[src/rtl/shift_exec_stage.sv]
// Multi-cycle 64-bit shift execution stage with a 2-entry in-order command buffer.
// Shifts up to 4 bit positions per cycle and emits one registered result beat per command.
module shift_exec_stage (
    input  logic        c_clk,
    input  logic        reset,
    input  logic        in_vld,
    output logic        in_rdy,
    input  logic [0:3]  in_cmd,
    input  logic [0:3]  in_tag,
    input  logic [0:31] in_data1,
    input  logic [0:31] in_data2,
    input  logic [0:4]  in_result_reg,
    input  logic [0:4]  in_follow_branch,
    output logic [0:3]  shift_out_cmd,
    output logic [0:3]  shift_tag,
    output logic [0:63] shift_result,
    output logic [0:4]  shift_result_reg,
    output logic [0:4]  shift_follow_branch,
    output logic        busy
);

    typedef enum logic [1:0] {StIdle, StShift, StDone} state_e;

    state_e      state_q, state_d;

    // Buffer storage (data only; pointers and count carry the reset)
    logic [0:3]  f_cmd  [2];
    logic [0:3]  f_tag  [2];
    logic [0:31] f_d1   [2];
    logic [0:4]  f_amt  [2];
    logic [0:4]  f_reg  [2];
    logic [0:4]  f_fb   [2];
    logic        wr_ptr_q, rd_ptr_q;
    logic [1:0]  count_q;

    logic        full, empty, push, pop;

    logic [0:63] w_q, w_d;
    logic [4:0]  rem_q, rem_d;
    logic        sll_q, sll_d;
    logic [0:3]  cmd_q, cmd_d;
    logic [0:3]  tag_q, tag_d;
    logic [0:4]  reg_q, reg_d;
    logic [0:4]  fb_q, fb_d;
    logic        done_d;

    logic [0:3]  out_cmd_q;
    logic [0:3]  out_tag_q;
    logic [0:63] out_res_q;
    logic [0:4]  out_reg_q;
    logic [0:4]  out_fb_q;

    logic        head_valid, head_sll;
    logic [4:0]  head_amt, step;

    assign full   = (count_q == 2'd2);
    assign empty  = (count_q == 2'd0);
    assign in_rdy = !full && !reset;
    assign push   = in_vld && in_rdy;
    assign pop    = (state_q == StIdle) && !empty;
    assign busy   = (state_q != StIdle) || !empty;

    always_ff @(posedge c_clk) begin
        if (push) begin
            f_cmd[wr_ptr_q] <= in_cmd;
            f_tag[wr_ptr_q] <= in_tag;
            f_d1[wr_ptr_q]  <= in_data1;
            f_amt[wr_ptr_q] <= in_data2[27:31];
            f_reg[wr_ptr_q] <= in_result_reg;
            f_fb[wr_ptr_q]  <= in_follow_branch;
        end
    end

    always_ff @(posedge c_clk or posedge reset) begin
        if (reset) begin
            wr_ptr_q <= 1'b0;
            rd_ptr_q <= 1'b0;
            count_q  <= 2'd0;
        end else begin
            if (push) wr_ptr_q <= !wr_ptr_q;
            if (pop)  rd_ptr_q <= !rd_ptr_q;
            count_q <= count_q + {1'b0, push} - {1'b0, pop};
        end
    end

    assign head_valid = (f_cmd[rd_ptr_q] == 4'b0101) || (f_cmd[rd_ptr_q] == 4'b0110) ||
                        (f_cmd[rd_ptr_q] == 4'b1001) || (f_cmd[rd_ptr_q] == 4'b1010);
    assign head_sll   = (f_cmd[rd_ptr_q] == 4'b0101) || (f_cmd[rd_ptr_q] == 4'b1001);
    assign head_amt   = head_valid ? f_amt[rd_ptr_q] : 5'd0;
    assign step       = (rem_q < 5'd4) ? rem_q : 5'd4;

    always_comb begin
        state_d = state_q;
        w_d     = w_q;
        rem_d   = rem_q;
        sll_d   = sll_q;
        cmd_d   = cmd_q;
        tag_d   = tag_q;
        reg_d   = reg_q;
        fb_d    = fb_q;
        done_d  = 1'b0;
        unique case (state_q)
            StIdle: begin
                if (!empty) begin
                    w_d   = {32'b0, head_valid ? f_d1[rd_ptr_q] : 32'b0};
                    rem_d = head_amt;
                    sll_d = head_sll;
                    cmd_d = f_cmd[rd_ptr_q];
                    tag_d = f_tag[rd_ptr_q];
                    reg_d = f_reg[rd_ptr_q];
                    fb_d  = f_fb[rd_ptr_q];
                    if (head_amt != 5'd0) begin
                        state_d = StShift;
                    end else begin
                        state_d = StDone;
                        done_d  = 1'b1;
                    end
                end
            end
            StShift: begin
                w_d   = sll_q ? (w_q << step) : (w_q >> step);
                rem_d = rem_q - step;
                if (rem_d == 5'd0) begin
                    state_d = StDone;
                    done_d  = 1'b1;
                end
            end
            StDone: state_d = StIdle;
            default: state_d = StIdle;
        endcase
    end

    // Result beat registers are loaded only on the edge entering DONE, cleared otherwise
    always_ff @(posedge c_clk or posedge reset) begin
        if (reset) begin
            state_q   <= StIdle;
            w_q       <= '0;
            rem_q     <= '0;
            sll_q     <= 1'b0;
            cmd_q     <= '0;
            tag_q     <= '0;
            reg_q     <= '0;
            fb_q      <= '0;
            out_cmd_q <= '0;
            out_tag_q <= '0;
            out_res_q <= '0;
            out_reg_q <= '0;
            out_fb_q  <= '0;
        end else begin
            state_q <= state_d;
            w_q     <= w_d;
            rem_q   <= rem_d;
            sll_q   <= sll_d;
            cmd_q   <= cmd_d;
            tag_q   <= tag_d;
            reg_q   <= reg_d;
            fb_q    <= fb_d;
            if (done_d) begin
                out_cmd_q <= cmd_d;
                out_tag_q <= tag_d;
                out_res_q <= w_d;
                out_reg_q <= reg_d;
                out_fb_q  <= fb_d;
            end else begin
                out_cmd_q <= '0;
                out_tag_q <= '0;
                out_res_q <= '0;
                out_reg_q <= '0;
                out_fb_q  <= '0;
            end
        end
    end

    assign shift_out_cmd       = out_cmd_q;
    assign shift_tag           = out_tag_q;
    assign shift_result        = out_res_q;
    assign shift_result_reg    = out_reg_q;
    assign shift_follow_branch = out_fb_q;

endmodule

[config.mk]
export PLATFORM = sky130hd
export DESIGN_NAME = shift_exec_stage
export DESIGN_NICKNAME = d
export VERILOG_FILES = /design/src/rtl/shift_exec_stage.sv
export SDC_FILE = /design/constraint.sdc
export NUM_CORES = 1
export LEC_CHECK = 0
export ABC_AREA = 0
export BUFFER_PORTS_ARGS = -buffer_cell sky130_fd_sc_hd__buf_2
export CORE_MARGIN = 5
export CORE_UTILIZATION = 38
export DETAILED_ROUTE_END_ITERATION = 10
export SYNTH_ARGS = -nofsm -noshare
export SYNTH_HDL_FRONTEND = slang
export SYNTH_SLANG_ARGS = --single-unit
export TNS_END_PERCENT = 10
[constraint.sdc]
create_clock -name c_clk -period 7 [get_ports c_clk]
set_input_delay 0.7 -clock c_clk [delete_from_list [all_inputs] [get_ports c_clk]]
set_output_delay 0.7 -clock c_clk [all_outputs]
set_load 0.1 [all_outputs]
==> flow_metrics.env, run 1 <==
export IMPL_run_status="finished clean"
export IMPL_grt_first_pass_wirelength_um=72000
export IMPL_wirelength_um=46200
export IMPL_timing_worst_setup_path_type="reg -> reg"
export IMPL_synthesis_yosys_warnings=0
export IMPL_routed_via_count=11753
export IMPL_globalRouteTotalUtil_pct=20.5
export IMPL_cts_root_buffer="clkbuf_16"
export IMPL_dieWidth_um=209
export IMPL_io_pin_count=169
export IMPL_cellPowerDensity_mw_per_mm2=460
export IMPL_critical_path_startpoint_type="register"
export IMPL_insertion_delay_ns=0.60
export IMPL_fp_dieH_um=209
export IMPL_detail_route_vias_per_cell=6.05
export IMPL_synth_compound_gate_area_share_pct=16.2
export IMPL_synthFlopType="dfrtp_1"
export IMPL_final_setup_tns_ns=0
export IMPL_timing_critical_path_arrival_ns=4.16
export IMPL_floorplan_rows=73
export IMPL_layout_filler_cells=3734
export IMPL_hold_class="in -> async"
export IMPL_post_route_cells_drive_above_1_share_pct=20.4
export IMPL_synth_async_sr_flop_share_pct=61.5
export IMPL_sequential_cell_area_mm2=0.00771
export IMPL_final_period_utilization_pct=52.5
export IMPL_num_nets_final=1479
export IMPL_synth_enable_flop_cells=110
export IMPL_largest_voltage_drop_on_the_vdd_net_mv=0.313
export IMPL_number_of_hold_violations_in_the_final_report=0
export IMPL_design_power_total_mw=7.84
export IMPL_critPathRequiredTime_ns=7.48
export IMPL_maximum_level_of_the_cts_h_tree=1
export IMPL_cts_reportedPaths_clkPinSlew_ns=0.06
export IMPL_globalplace_congestion=0.885
export IMPL_report_final_setup_viol=0
export IMPL_grt_overflow_total=0
export IMPL_syn_inst=1337
export IMPL_post_synth_xor_area_fraction_pct=0.464
export IMPL_core_region_area_mm2=0.0395
export IMPL_slew_viol_final=0
export IMPL_timing_fmax_mhz=272
export IMPL_first_global_vias=11644
export IMPL_post_route_drc_count=0
export IMPL_yosys_area_share_simple_pct=12.6
export IMPL_worst_setup_path_startpoint="sll_q"
export IMPL_slew_headroom_pct=14.8
export IMPL_period_needed_ns=3.68
export IMPL_dr_first_iter_drc_count=1300
export IMPL_cts_hold_buf=0
export IMPL_detailedRoute_firstPassIterationCount=7
export IMPL_maxCapViolCount=0
export IMPL_portBuffers=141
export IMPL_grt_start_max_net_pins=88
export IMPL_critical_path_peak_fanout=32
export IMPL_timing_worst_slew_pin_value_ns=1.27
export IMPL_synth_top_family_by_area="compound AO/OA/AOI/OAI gates"
export IMPL_rsz0062_at_grt="no"
export IMPL_yosys_area_share_adder_pct=0.331
export IMPL_starting_density_pct=38.2
export IMPL_fin_worst_skew_ns=0.0255
export IMPL_yosys_mux_area_fraction_pct=14.7
export IMPL_cts_repair_resized=0
export IMPL_mappedNetlistArea_mm2=0.0151
export IMPL_cts_buffer_depth=3
export IMPL_die_area_mm2=0.0439
export IMPL_r2r_setup_slk_ns=3.32
export IMPL_numCtsBuffers=31
export IMPL_cts_setup_buffers=0
export IMPL_cts_sinks=286
export IMPL_antenna_found_initial=2
export IMPL_area_growth_pct=12.6
export IMPL_route_detailed_wl_per_inst_um=23.8
export IMPL_cts_tree="built"
export IMPL_drt_antenna_violating_nets=0
export IMPL_reg2reg_from="sll_q"
export IMPL_multiInputGateArea_mm2=0.00675
export IMPL_post_dp_hpwl_um=28900
export IMPL_post_synth_num_cell_types=88
export IMPL_largest_register_ff_count=69
export IMPL_synth_seq_area_share_pct=51.0
export IMPL_worst_setup_path_end_kind="register"
export IMPL_syn_area_per_cell_um2=11.3
export IMPL_synth_fp_nets=1426
export IMPL_synth_seq_cells=286
export IMPL_power_leakage_nw=7.07
## critical path, cell delays in order (launching register included)
cell and delay (ns):
dfrtp_2 0.78, buf_4 0.51, inv_1 0.54, nor2_1 1.09, a22oi_1 0.16, a32o_1 0.32, and2_1 0.14
## power breakdown
part	total (mW)	switching, mW	internal, mW
Sequential	2.56	0.443	2.11
Combinational	3.71	2.65	1.06
Clock	1.57	0.703	0.867
## cells by family after synthesis
logic type,count (synthesis)
compound gates,338
xor+xnor,8
fa+ha+maj,4
buf+inv,156
flops,286
mux,158
other cells,2
simple gates,385
## per-stage QoR
stage / hold slack [ns] / utilization, % / worst slack, ns / instances / area, µm²
final: 0.271 / 43.0 / 3.32 / 1942 / 17000
after global placement: 0.459 / 40.6 / 3.45 / 1882 / 16100
after detailed placement: 0.473 / 40.6 / 3.44 / 1882 / 16100
after global routing: 0.271 / 43.0 / 3.23 / 1941 / 17000
after floorplan: 0.445 / - / 1.53 / 1337 / 15100
after CTS: 0.260 / 43.0 / 3.44 / 1940 / 17000
## per-layer routing
| layer | vias up | routed length (µm) | global-route usage, % |
|---|---|---|---|
| met5 | - | 7 | 0 |
| met4 | 2 | 1490 | 6.64 |
| met3 | 101 | 3790 | 4.02 |
| met2 | 602 | 21500 | 32.2 |
| met1 | 5835 | 19500 | 28.8 |
| li1 | 5213 | - | - |
## Yosys cell counts (5+ instances only)
library cell,n,area share (%)
a21o_1,9,0.45
a32oi_1,8,0.46
a221oi_1,21,1.2
edfxtp_1,110,22
buf_1,14,0.35
mux2i_1,97,6.4
o221ai_1,14,0.81
a32o_1,12,0.79
a22o_1,14,0.81
mux4_1,15,2.6
o21ai_0,51,1.7
dfrtp_1,176,29
buf_2,19,0.63
a211oi_1,7,0.35
mux2_2,15,1.1
o22ai_1,12,0.50
inv_1,7,0.17
nor3_1,13,0.43
mux4_2,30,4.5
o211ai_1,18,0.89
o2bb2ai_1,6,0.35
nand2_1,174,4.3
a31oi_1,22,0.91
o2111ai_1,6,0.35
clkbuf_1,94,2.3
buf_4,10,0.50
nand2b_1,9,0.37
nand3_1,46,1.5
or4b_1,5,0.33
buf_6,5,0.37
nor2_1,33,0.82
nand4_1,14,0.58
and2_1,46,1.9
a22oi_1,21,1.0
o31ai_1,5,0.25
a21oi_1,61,2.0
a222oi_1,9,0.60
and3_1,15,0.62
## layout make-up
cell class / instances / area share (%)
Sequential cell: 286 / 45.3
Tap cell: 525 / 3.86
Clock buffer: 38 / 4.77
Timing Repair Buffer: 166 / 5.25
Antenna cell: 2 / 0.0294
Inverter: 10 / 0.250
Multi-Input combinational cell: 895 / 39.7
Clock inverter: 20 / 0.889
## layout by cell type (no fill, tap or decap), drive strengths merged, types with 10 or more instances in the layout
master  netlist  routed
nor2         34      34
nor3         14      14
dfrtp       176     176
nand3        46      46
nand2       174     174
mux4         45      45
and3         15      15
o221ai       14      14
o22ai        12      12
a32o         12      12
inv           7      10
mux2i        97      97
a22o         14      14
buf          49     166
clkinv        3      15
o21ai        52      52
a21oi        61      61
clkbuf       97      38
mux2         16      16
nand4        14      14
and2         46      46
o211ai       20      20
a221oi       21      21
edfxtp      110     110
a31oi        22      22
a22oi        21      21
## worst paths after layout
path / end / cells past startpoint
max in group asynchronous: shift_result[51] / 3
worst min-delay path: wr_ptr_q / 2
worst max-delay path: shift_result[5] / 6
min in group c_clk: f_d1[0][20] / 1
worst min register to register: tag_q[3] / 2
worst max register to register: shift_result[5] / 6
Note: power is estimated with default switching activity, not from simulation.
==> inputs of run 2 (changes only) <==
Clock period 7 ns to 3.7 ns, I/O delays scaled along.
==> run 2 against run 1 <==
  * Global-route usage rose by 0.24 points
  * Hold slack got worse by 0.11 ns
  * Sequential share of layout area fell by 2.4 points
  * Non-clock buffer count rose by 82
  * Clock skew fell by 0.0079 ns
  * Via count rose by 2.9%
  * Final area rose by 5.6%
  * Maximum frequency rose by 20%
  * Critical path type unchanged
  * Largest cell class unchanged
==> flow_metrics.env, run 2 (same netlist as run 1, synthesis figures left out) <==
export IMPL_run_status="finished clean"
export IMPL_worst_setup_path_end_kind="register"
export IMPL_timing_fmax_mhz=325
export IMPL_fp_dieH_um=209
export IMPL_insertion_delay_ns=0.59
export IMPL_detail_route_vias_per_cell=5.98
export IMPL_cts_tree="built"
export IMPL_largest_register_ff_count=69
export IMPL_crit_path_frequent_cell="nand2_1"
export IMPL_final_critical_path_setup_slack_ns=0.626
export IMPL_grt_start_max_net_pins=167
export IMPL_cp_num_buf_inv=2
export IMPL_portBuffers=141
export IMPL_drt_antenna_violating_nets=0
export IMPL_timing_critical_path_slowest_cell_delay_ns=0.62
export IMPL_report_final_setup_viol=0
export IMPL_antenna_diode_count=0
export IMPL_critical_path_startpoint_type="register"
export IMPL_number_of_hold_violations_in_the_final_report=0
export IMPL_timing_worst_slew_pin_value_ns=1.26
export IMPL_route_detailed_wl_per_inst_um=23.1
export IMPL_rsz0062_at_grt="no"
export IMPL_cts_hold_buf=56
export IMPL_cts_repair_resized=0
export IMPL_post_route_cells_drive_above_1_share_pct=21.0
export IMPL_slew_viol_final=0
export IMPL_die_area_mm2=0.0439
export IMPL_cts_sinks=286
export IMPL_critical_path_peak_fanout=32
export IMPL_timing_worst_setup_path_type="reg -> reg"
export IMPL_io_pin_count=169
export IMPL_cellPowerDensity_mw_per_mm2=859
export IMPL_numCtsBuffers=31
export IMPL_cts_root_buffer="clkbuf_16"
export IMPL_post_dp_hpwl_um=30100
export IMPL_area_growth_pct=18.9
export IMPL_hold_class="in -> reg"
export IMPL_wirelength_um=46700
export IMPL_final_setup_tns_ns=0
export IMPL_cts_reportedPaths_clkPinSlew_ns=0.06
export IMPL_slew_headroom_pct=15.2
export IMPL_post_place_ws_ns=0.672
export IMPL_routed_via_count=12099
export IMPL_cpLargestDelayFamily="simple AND/OR/NAND/NOR gates"
export IMPL_fin_worst_skew_ns=0.0176
export IMPL_cts_buffer_depth=3
export IMPL_floorplan_rows=73
export IMPL_globalRouteTotalUtil_pct=20.7
export IMPL_worstPathCellList="or3_1 > nand2_1 > ha_1 > a211oi_1 > nand2_1 > a21boi_4 > inv_1 > buf_12 > and2_1"
export IMPL_final_common_cell="nand2_1"
export IMPL_maximum_level_of_the_cts_h_tree=1
export IMPL_dieWidth_um=209
export IMPL_antenna_found_initial=0
export IMPL_detailedRoute_firstPassIterationCount=8
export IMPL_num_nets_final=1561
export IMPL_critPathRequiredTime_ns=4.21
export IMPL_final_cell_mix="174 x nand2_1, 173 x dfrtp_1, 141 x buf_2"
export IMPL_cts_setup_buffers=0
export IMPL_starting_density_pct=38.2
export IMPL_final_design_area_no_fill_mm2=0.0180
export IMPL_core_region_area_mm2=0.0395
export IMPL_period_needed_ns=3.07
export IMPL_grt_first_pass_wirelength_um=73300
export IMPL_dr_first_iter_drc_count=1212
export IMPL_grt_overflow_total=0
export IMPL_largest_voltage_drop_on_the_vdd_net_mv=0.443
export IMPL_globalplace_congestion=0.887
export IMPL_design_power_total_mw=15.4
export IMPL_final_period_utilization_pct=83.1
export IMPL_power_leakage_nw=7.53
export IMPL_post_route_drc_count=0
export IMPL_timing_critical_path_arrival_ns=3.59
export IMPL_maxCapViolCount=0
export IMPL_post_dp_cell_area_mm2=0.0163
export IMPL_first_global_vias=11899
export IMPL_slowest_stage_cell_on_the_critical_path="dfrtp_1"
## run 2: where the power goes
group	leakage (nW)	switching (mW)	total [mW]	internal [mW]
registers	3.37	0.809	4.81	4.00
logic	3.62	5.09	7.33	2.24
clock network	0.531	1.31	3.31	2.00
## run 2: through the flow
stage / hold WS, ns / std cells / util [%]
floorplan: 0.445 / 1337 / -
global placement: 0.340 / 1908 / 41.3
detailed placement: 0.343 / 1908 / 41.3
CTS: 0.144 / 2022 / 45.5
global route: 0.168 / 2022 / 45.5
finish: 0.157 / 2022 / 45.5
## run 2: final timing paths
path                       slack, ns               end      from  depth (start not counted)
hold reg to reg                 0.48          reg_q[1]  reg_q[1]                          2
min in group asynchronous       0.31  shift_out_cmd[3]     reset                          3
setup / recovery                0.63  shift_result[54]  rem_q[3]                          9
hold / removal                  0.16          wr_ptr_q    in_vld                          3
setup reg to reg                0.63  shift_result[54]  rem_q[3]                          9
max in group asynchronous       2.08           w_q[38]     reset                          4
## run 2: area by class of cell
class | instances | area, µm²
tap | 525 | 657
inverter | 10 | 41.3
sequential | 286 | 7710
clock inverter | 13 | 210
fill | 3695 | 21600
multi-input combinational | 895 | 6740
timing repair buffer | 248 | 1740
clock buffer | 45 | 878
## run 2: layer usage
metal,vias to the layer above,routed length (µm),track usage [%]
met5,-,0,0
met4,0,1250,5.78
met3,89,3870,3.44
met2,612,22300,33.3
met1,6017,19300,29.3
li1,5381,-,-
## run 2: worst min-delay path: stages
cell     delay (ns)
buf_2          0.10
nand2_1        0.15
xnor2_1        0.09
==> inputs of run 3 (changes only) <==
Clock period 3.7 ns to 3.2 ns, I/O delays scaled along.
==> run 3 against run 2 <==
  * Final area is 1.5% higher
  * Global-route usage grew 0.33 points
  * Combinational power grew 19%
  * Register-to-register slack got worse by 0.40 ns
  * Largest power group unchanged
  * Highest routed layer unchanged
==> flow_metrics.env, run 3 (same netlist as run 1, synthesis figures left out) <==
export IMPL_fin_cells=2048
export IMPL_use_met1_pct=29.1
export IMPL_cts_tree="built"
export IMPL_holdPathEnd="wr_ptr_q"
export IMPL_route_detailed_wl_per_inst_um=23.0
export IMPL_critical_path_peak_fanout=26
export IMPL_dr_first_iter_drc_count=1286
export IMPL_switching_power_mw=8.49
export IMPL_globalplace_congestion=0.906
export IMPL_r2r_end="shift_result[15]"
export IMPL_post_dp_cell_area_mm2=0.0165
export IMPL_timing_worst_slew_pin_value_ns=1.18
export IMPL_routed_via_count=12166
export IMPL_final_setup_tns_ns=0
export IMPL_detail_route_vias_per_cell=5.94
export IMPL_io_pin_count=169
export IMPL_hold_class="in -> reg"
export IMPL_insertion_delay_ns=0.55
export IMPL_largest_register_ff_count=69
export IMPL_seq_power_share_pct=30.1
export IMPL_cts_sinks=286
export IMPL_reg2reg_from="rem_q[4]"
export IMPL_post_route_drc_count=0
export IMPL_timing_fmax_mhz=337
export IMPL_fin_worst_skew_ns=0.0232
export IMPL_antenna_diode_count=0
export IMPL_timing_critical_path_arrival_ns=3.45
export IMPL_core_region_area_mm2=0.0395
export IMPL_number_of_hold_violations_in_the_final_report=0
export IMPL_cellPowerDensity_mw_per_mm2=1000
export IMPL_post_dp_hpwl_um=31300
export IMPL_clockPowerShare_pct=22.3
export IMPL_final_period_utilization_pct=92.8
export IMPL_period_needed_ns=2.97
export IMPL_wirelength_um=47000
export IMPL_critPathRequiredTime_ns=3.68
export IMPL_grt_overflow_total=0
export IMPL_globalRouteMet2Util_pct=33.9
export IMPL_timing_worst_setup_path_type="reg -> reg"
export IMPL_antenna_found_initial=0
export IMPL_run_status="finished clean"
export IMPL_whs_path_depth=3
export IMPL_ff2ff_path_depth=7
export IMPL_r2r_setup_slk_ns=0.23
export IMPL_floorplan_rows=73
export IMPL_post_route_cells_drive_above_1_share_pct=22.7
export IMPL_hold_start="in_vld"
export IMPL_grt_first_pass_wirelength_um=73500
export IMPL_cts_root_buffer="clkbuf_16"
export IMPL_largest_voltage_drop_on_the_vdd_net_mv=0.684
export IMPL_final_design_area_no_fill_mm2=0.0182
export IMPL_gr_max_usage_layer="met2"
export IMPL_cts_buffer_depth=3
export IMPL_dieWidth_um=209
export IMPL_area_growth_pct=20.7
export IMPL_maximum_level_of_the_cts_h_tree=2
export IMPL_fp_dieH_um=209
export IMPL_p_int_mw=9.79
export IMPL_power_leakage_nw=7.69
export IMPL_grt_met3_usage_pct=3.71
export IMPL_grt_start_max_net_pins=57
export IMPL_slew_headroom_pct=20.7
export IMPL_slew_viol_final=0
export IMPL_die_area_mm2=0.0439
export IMPL_combinational_cell_fraction_of_total_power_pct=47.6
export IMPL_drt_antenna_violating_nets=0
export IMPL_final_common_cell="nand2_1"
export IMPL_num_nets_final=1586
export IMPL_report_final_setup_viol=0
export IMPL_globalRouteTotalUtil_pct=21.1
export IMPL_post_place_ws_ns=0.269
export IMPL_detailedRoute_firstPassIterationCount=7
export IMPL_final_critical_path_setup_slack_ns=0.230
export IMPL_worst_setup_path_end_kind="register"
export IMPL_rsz0062_at_grt="no"
export IMPL_first_global_vias=12152
export IMPL_final_cell_mix="174 x nand2_1, 173 x dfrtp_1, 141 x buf_2"
export IMPL_power_switching_share_pct=46.4
export IMPL_dp_cells=1930
export IMPL_cts_setup_buffers=0
export IMPL_starting_density_pct=38.2
export IMPL_portBuffers=141
export IMPL_numCtsBuffers=34
export IMPL_maxCapViolCount=0
export IMPL_cts_reportedPaths_clkPinSlew_ns=0.06
export IMPL_critical_path_startpoint_type="register"
==> run 3: worst max path at each step <==
stage / startpoint / endpoint / slack (ns) / cells past startpoint
floorplan: count_q[1] / f_amt[1][0] / -0.06 / 2
global placement: rem_q[3] / shift_result[49] / 0.37 / 8
detailed placement: rem_q[4] / shift_result[15] / 0.27 / 7
CTS: rem_q[4] / shift_result[15] / 0.25 / 7
global route: rem_q[2] / shift_result[39] / 0.13 / 9
finish: rem_q[4] / shift_result[15] / 0.23 / 7
==> run 3: metrics by stage <==
stage,hold slack [ns],power [mW],utilization [%]
3_5_place_dp,0.472,14.1,41.7
2_1_floorplan,0.419,11.5,-
5_1_grt,0.188,19.1,46.1
3_3_place_gp,0.460,14.0,41.7
6_report,0.186,18.3,46.1
4_1_cts,0.159,18.3,46.1
==> run 3: metal layers <==
| metal | share of wire, % | vias up |
|---|---|---|
| li1 | - | 5421 |
| met1 | 42 | 6090 |
| met3 | 7.2 | 85 |
| met4 | 2.8 | 0 |
| met5 | 0 | - |
| met2 | 48 | 570 |
==> run 3: repair_timing <==
item / in CTS / in global routing
endpoints found under the setup margin: 0 / 0
resized for setup: 0 / 0
hold endpoints to repair: 136 / 0
hold buffers: 56 / 0
==> run 3: critical path: stages, from the launching register on <==
cell       delay, ns
dfrtp_1         0.46
buf_4           0.20
or4b_2          0.71
buf_4           0.30
mux2i_1         0.19
a22o_1          0.26
a2111oi_0       0.54
and2_1          0.22
==> run 3: layout make-up <==
type | instances | area, µm²
clock buffer | 45 | 953
clock inverter | 17 | 243
fill | 3620 | 21300
inverter | 10 | 41.3
multi-input combinational | 895 | 6750
sequential | 286 | 7710
tap | 525 | 657
timing repair buffer | 270 | 1890
==> run 3: power by group through the flow <==
stage	clock, mW	combinational [mW]	sequential, mW
after floorplan	0	5.00	6.54
after global placement	0	8.49	5.52
after detailed placement	0	8.57	5.53
after CTS	4.18	8.65	5.48
after global routing	4.32	9.24	5.58
final	4.07	8.70	5.50
